===== config.mk =====
export PLATFORM = sky130hd
export DESIGN_NAME = echo_pkt_framer
export DESIGN_NICKNAME = d
export VERILOG_FILES = /design/src/rtl/echo_pkt_framer.sv
export SDC_FILE = /design/constraint.sdc
export NUM_CORES = 2
export LEC_CHECK = 0
export ABC_AREA = 1
export CAP_MARGIN = 10
export CORE_AREA = 4 4 451 453
export DETAILED_ROUTE_END_ITERATION = 16
export DIE_AREA = 0 0 455 457
export PLACE_DENSITY_LB_ADDON = 0.05
export RECOVER_POWER = 100
export SLEW_MARGIN = 30
export SYNTH_ARGS = -nofsm -noshare
export SYNTH_HDL_FRONTEND = slang
export SYNTH_SLANG_ARGS = --single-unit

===== constraint.sdc =====
create_clock -name clk -period 49.9 [get_ports clk]
set_clock_uncertainty 0.15 [all_clocks]
set_input_delay 9.98 -clock clk [delete_from_list [all_inputs] [get_ports clk]]
set_output_delay 9.98 -clock clk [all_outputs]
set_load 0.02 [all_outputs]

===== src/rtl/echo_pkt_framer.sv =====
// Frames the TCP RX session/data streams into packed {tx_meta, tlast, data} beats for the echo TX stage.
// Define ECHO_FRAMER_STATS_EN to add the stat_pkts / stat_segs counters.
module echo_pkt_framer #(
  parameter int MAX_SEG_BYTES = 4096,
  parameter int SESSION_W     = 16
) (
  input  logic                 clk,
  input  logic                 rst,
  input  logic [SESSION_W-1:0] s_axis_rx_meta_TDATA,
  input  logic                 s_axis_rx_meta_TVALID,
  output logic                 s_axis_rx_meta_TREADY,
  input  logic [511:0]         s_axis_rx_data_TDATA,
  input  logic [63:0]          s_axis_rx_data_TKEEP,
  input  logic                 s_axis_rx_data_TLAST,
  input  logic                 s_axis_rx_data_TVALID,
  output logic                 s_axis_rx_data_TREADY,
  output logic [544:0]         pkt_tx_TDATA,
  output logic                 pkt_tx_TVALID,
  input  logic                 pkt_tx_TREADY
`ifdef ECHO_FRAMER_STATS_EN
  ,
  output logic [31:0]          stat_pkts,
  output logic [31:0]          stat_segs
`endif
);

  typedef enum logic {IDLE, STREAM} state_t;

  state_t               state, state_nxt;
  logic [15:0]          acc, acc_nxt;
  logic [SESSION_W-1:0] session;
  logic [15:0]          session_ext;
  logic [6:0]           nbytes;
  logic [15:0]          sum;
  logic                 seg_end;
  logic                 meta_fire;
  logic                 data_fire;

  assign session_ext = 16'(session);
  assign meta_fire   = s_axis_rx_meta_TVALID && s_axis_rx_meta_TREADY;
  assign data_fire   = s_axis_rx_data_TVALID && s_axis_rx_data_TREADY;

  always_comb begin
    nbytes = '0;
    for (int b = 0; b < 64; b++) begin
      nbytes = nbytes + 7'(s_axis_rx_data_TKEEP[b]);
    end
  end

  assign sum     = acc + 16'(nbytes);
  assign seg_end = s_axis_rx_data_TLAST || (sum == 16'(MAX_SEG_BYTES));

  // Data is accepted whenever the single output slot is free or draining this cycle.
  always_comb begin
    state_nxt             = state;
    acc_nxt               = acc;
    s_axis_rx_meta_TREADY = 1'b0;
    s_axis_rx_data_TREADY = 1'b0;
    case (state)
      IDLE: begin
        s_axis_rx_meta_TREADY = !rst;
        if (meta_fire) begin
          state_nxt = STREAM;
          acc_nxt   = '0;
        end
      end
      STREAM: begin
        s_axis_rx_data_TREADY = !rst && (!pkt_tx_TVALID || pkt_tx_TREADY);
        if (data_fire) begin
          acc_nxt = seg_end ? 16'd0 : sum;
          if (s_axis_rx_data_TLAST) begin
            state_nxt = IDLE;
          end
        end
      end
      default: state_nxt = IDLE;
    endcase
  end

  always_ff @(posedge clk or posedge rst) begin
    if (rst) begin
      state   <= IDLE;
      acc     <= '0;
      session <= '0;
    end else begin
      state <= state_nxt;
      acc   <= acc_nxt;
      if (meta_fire) begin
        session <= s_axis_rx_meta_TDATA;
      end
    end
  end

  // Metadata rides only on the beat that closes a segment; other beats carry zero.
  always_ff @(posedge clk or posedge rst) begin
    if (rst) begin
      pkt_tx_TVALID <= 1'b0;
      pkt_tx_TDATA  <= '0;
    end else if (data_fire) begin
      pkt_tx_TVALID <= 1'b1;
      pkt_tx_TDATA  <= {(seg_end ? {sum, session_ext} : 32'd0), seg_end, s_axis_rx_data_TDATA};
    end else if (pkt_tx_TREADY) begin
      pkt_tx_TVALID <= 1'b0;
    end
  end

`ifdef ECHO_FRAMER_STATS_EN
  always_ff @(posedge clk or posedge rst) begin
    if (rst) begin
      stat_pkts <= '0;
      stat_segs <= '0;
    end else begin
      if (data_fire && s_axis_rx_data_TLAST) begin
        stat_pkts <= stat_pkts + 32'd1;
      end
      if (pkt_tx_TVALID && pkt_tx_TREADY && pkt_tx_TDATA[512]) begin
        stat_segs <= stat_segs + 32'd1;
      end
    end
  end
`endif

endmodule


==> metrics.cfg <==
[clock_tree]
cts_tree = done
clock-root-buffer = clkbuf_16
clkLatencyLatePin_ns = 0.69
post_cts_resized = 0
cts_buffers = 88
cts_setup_buffers = 0
htreeDepth = 3
path_clk_slew_ns = 0.06
cts_buffer_depth = 3
postCtsHoldBufs = 0
cts_sinks = 579

[layout]
nets = 4586
drive_above_1_share_pct = 4.38
layout_commonest_cell = nand2_1
final_cell_mix = 1,719 x nand2_1, 596 x clkdlybuf4s50_1, 579 x dfrtp_1, 549 x dlygate4sd3_1, 135 x inv_1
area_growth_syn_to_layout_pct = 71.7
post-route-util_pct = 20.9

[route]
drtPass1Iterations = 4
routedWlPerCell_um = 21.9
wl_met3_um = 12300
top_layer_used = met5
drt_iter0_drc = 982
met2WireLength_um = 77200
drc = 0
routed_wl_um = 145000
viasPerCell = 3.33
num_vias = 22100
postRouteAntennaNets = 0
m1WireLength_um = 52800

[sta]
fmax_mhz = 37.8
slew_headroom_pct = -449
tightest_slew_ns = 8.23
period_share_pct = 53.0
setup-violations-final = 0
final.setup.tns_ns = 0
rsz0062_at_grt = no
period_minus_slack_ns = 26.45
drv_slew = 1314
hold_violations = 0

[worst_setup_path]
cp_max_fo = 148
critPathRequiredTime_ns = 50.38
max_stage_delay_ns = 5.94
startpoint_type = primary input
critPathKind = primary input to flip-flop
cp_slowest_cell = clkbuf_1
worst_ep_arrival_time_ns = 26.93
crit_chain = dlygate4sd3_1 > nor2_1 > nand2_1 > clkinvlp_2 > clkbuf_1 > clkbuf_1 > clkbuf_1 > clkbuf_1 > nand2_1 > nand2_1
setup.worst_path.end_class = flip-flop
crit_top_cell = clkbuf_1

[yosys]
synth_seq_cells = 579
syn_nets = 3455
syn_inst = 2774
ys_types = 25
synth-seq-area-share_pct = 59.7
yosysWarningCount = 0
yosysTopAreaCell = dfrtp_1
syn-cell-area_mm2 = 0.0243
ys_top_cells_by_area = dfrtp_1 60%, nand2_1 27%, fa_1 4.6%
syn_area_per_cell_um2 = 8.75
yosys.area.top_type_share_pct = 59.7

[grt]
antenna_found_initial = 78
grt_usage_pct = 13.7
grt_pass1_vias = 23600
overflow = 0
grt_pass1_wl_um = 199000
grt_max_degree = 149

[placed_design]
hpwl_um = 110000
port_buffers = 1145
gp_congestion = 0.769

[power_and_ir_drop]
pwr-share-seq_pct = 24.4
leakagePower_nw = 20.3
p_switching_mw = 1.49
intPower_mw = 1.78
power_density_mw_per_mm2 = 78.5
ir_drop_mv = 0.0988
combPwrFrac_pct = 55.4
sw_frac_of_total_pct = 45.6
pwr-share-clk_pct = 20.2

[floorplan]
rows = 164
initial_core_util_pct = 12.2
dieWidth_um = 455
coreArea_mm2 = 0.199
fp.dieH_um = 457
die_area_mm2 = 0.208
io_pins = 1146

[outcome]
violations = capacitance limit, slew limit
status = finished, violations left

[run]
maxCapViolCount = 18

[hold_path]
min-delay-path-class = flip-flop to flip-flop

## routing by layer
metal | up-vias | GRT usage (%)
met1 | 10500 | 14.4
met2 | 712 | 25.6
met4 | 30 | 2.69
met3 | 222 | 5.22
met5 | - | 0
li1 | 10700 | -
## worst paths after layout
| kind | start | end | slack [ns] | cells past startpoint |
|---|---|---|---|---|
| worst max register to register | state | pkt_tx_TDATA[328] | 32.78 | 10 |
| max in group asynchronous | rst | pkt_tx_TDATA[82] | 30.19 | 5 |
| min in group asynchronous | rst | pkt_tx_TDATA[231] | 10.47 | 2 |
| worst min register to register | pkt_tx_TDATA[204] | pkt_tx_TDATA[204] | 0.32 | 2 |
| worst max-delay path | rst | pkt_tx_TDATA[328] | 23.45 | 10 |
| worst min-delay path | pkt_tx_TDATA[204] | pkt_tx_TDATA[204] | 0.32 | 2 |
## area by class of cell
| cell class | instances | area (um2) |
|---|---|---|
| Clock inverter | 20 | 387 |
| Clock buffer | 134 | 2600 |
| Multi-Input combinational cell | 1927 | 8710 |
| Inverter | 139 | 524 |
| Fill cell | 22000 | 158000 |
| Timing Repair Buffer | 1170 | 11600 |
| Antenna cell | 20 | 50.0 |
| Sequential cell | 579 | 14500 |
| Tap cell | 2656 | 3320 |
## cell usage after synthesis, drive strengths merged
| cell type | count |
|---|---|
| ha | 27 |
| and2 | 1 |
| nand4 | 6 |
| nand2 | 1723 |
| a21boi | 1 |
| nor2 | 15 |
| clkbuf | 86 |
| mux2 | 16 |
| nor3 | 3 |
| nand3 | 53 |
| a21oi | 2 |
| buf | 43 |
| dfrtp | 579 |
| nand3b | 2 |
| xnor2 | 3 |
| o21ai | 19 |
| fa | 56 |
| inv | 139 |
## state kept, by name (all words and copies together), names as in the netlist
name and cells:
pkt_tx_TDATA 545, state 1, session 16, pkt_tx_TVALID 1
acc 16
## power by group through the flow
stage	combinational (mW)	sequential, mW	clock, mW
3_3_place_gp	1.97	0.815	0
4_1_cts	1.95	0.812	0.698
6_report	1.81	0.799	0.661
5_1_grt	2.03	0.831	0.712
2_1_floorplan	0.767	1.07	0
3_5_place_dp	1.94	0.813	0
## critical path, delay by kind of cell
family | cells | cell delay, ns
buffers and inverters | 6 | 15.70
and+or+nand+nor | 4 | 1.06
## cell families after synthesis
family                     Yosys count  share of synthesized area [%]
DFF                                579                           59.7
muxes                               16                          0.742
AOI/OAI and AO/OA                   22                          0.464
and+or+nand+nor                   1803                           28.6
xor gates and xnor gates             3                          0.108
buffers and inverters              268                           4.43
adders and majority gates           83                           6.01
## stage by stage
step           setup slack, ns  power, mW  instances  hold slack (ns)  area (um2)
6_report                 23.45       3.27       6645            0.315       41700
5_1_grt                  21.28       3.57       6626            0.333       41600
4_1_cts                  28.28       3.46       6623            0.328       41700
3_5_place_dp             28.28       2.76       6469            0.314       38800
3_3_place_gp             28.28       2.78       6469            0.311       38800
2_1_floorplan            23.57       1.84       2774            0.303       24300
No activity file was read; power rests on OpenSTA's default activity.
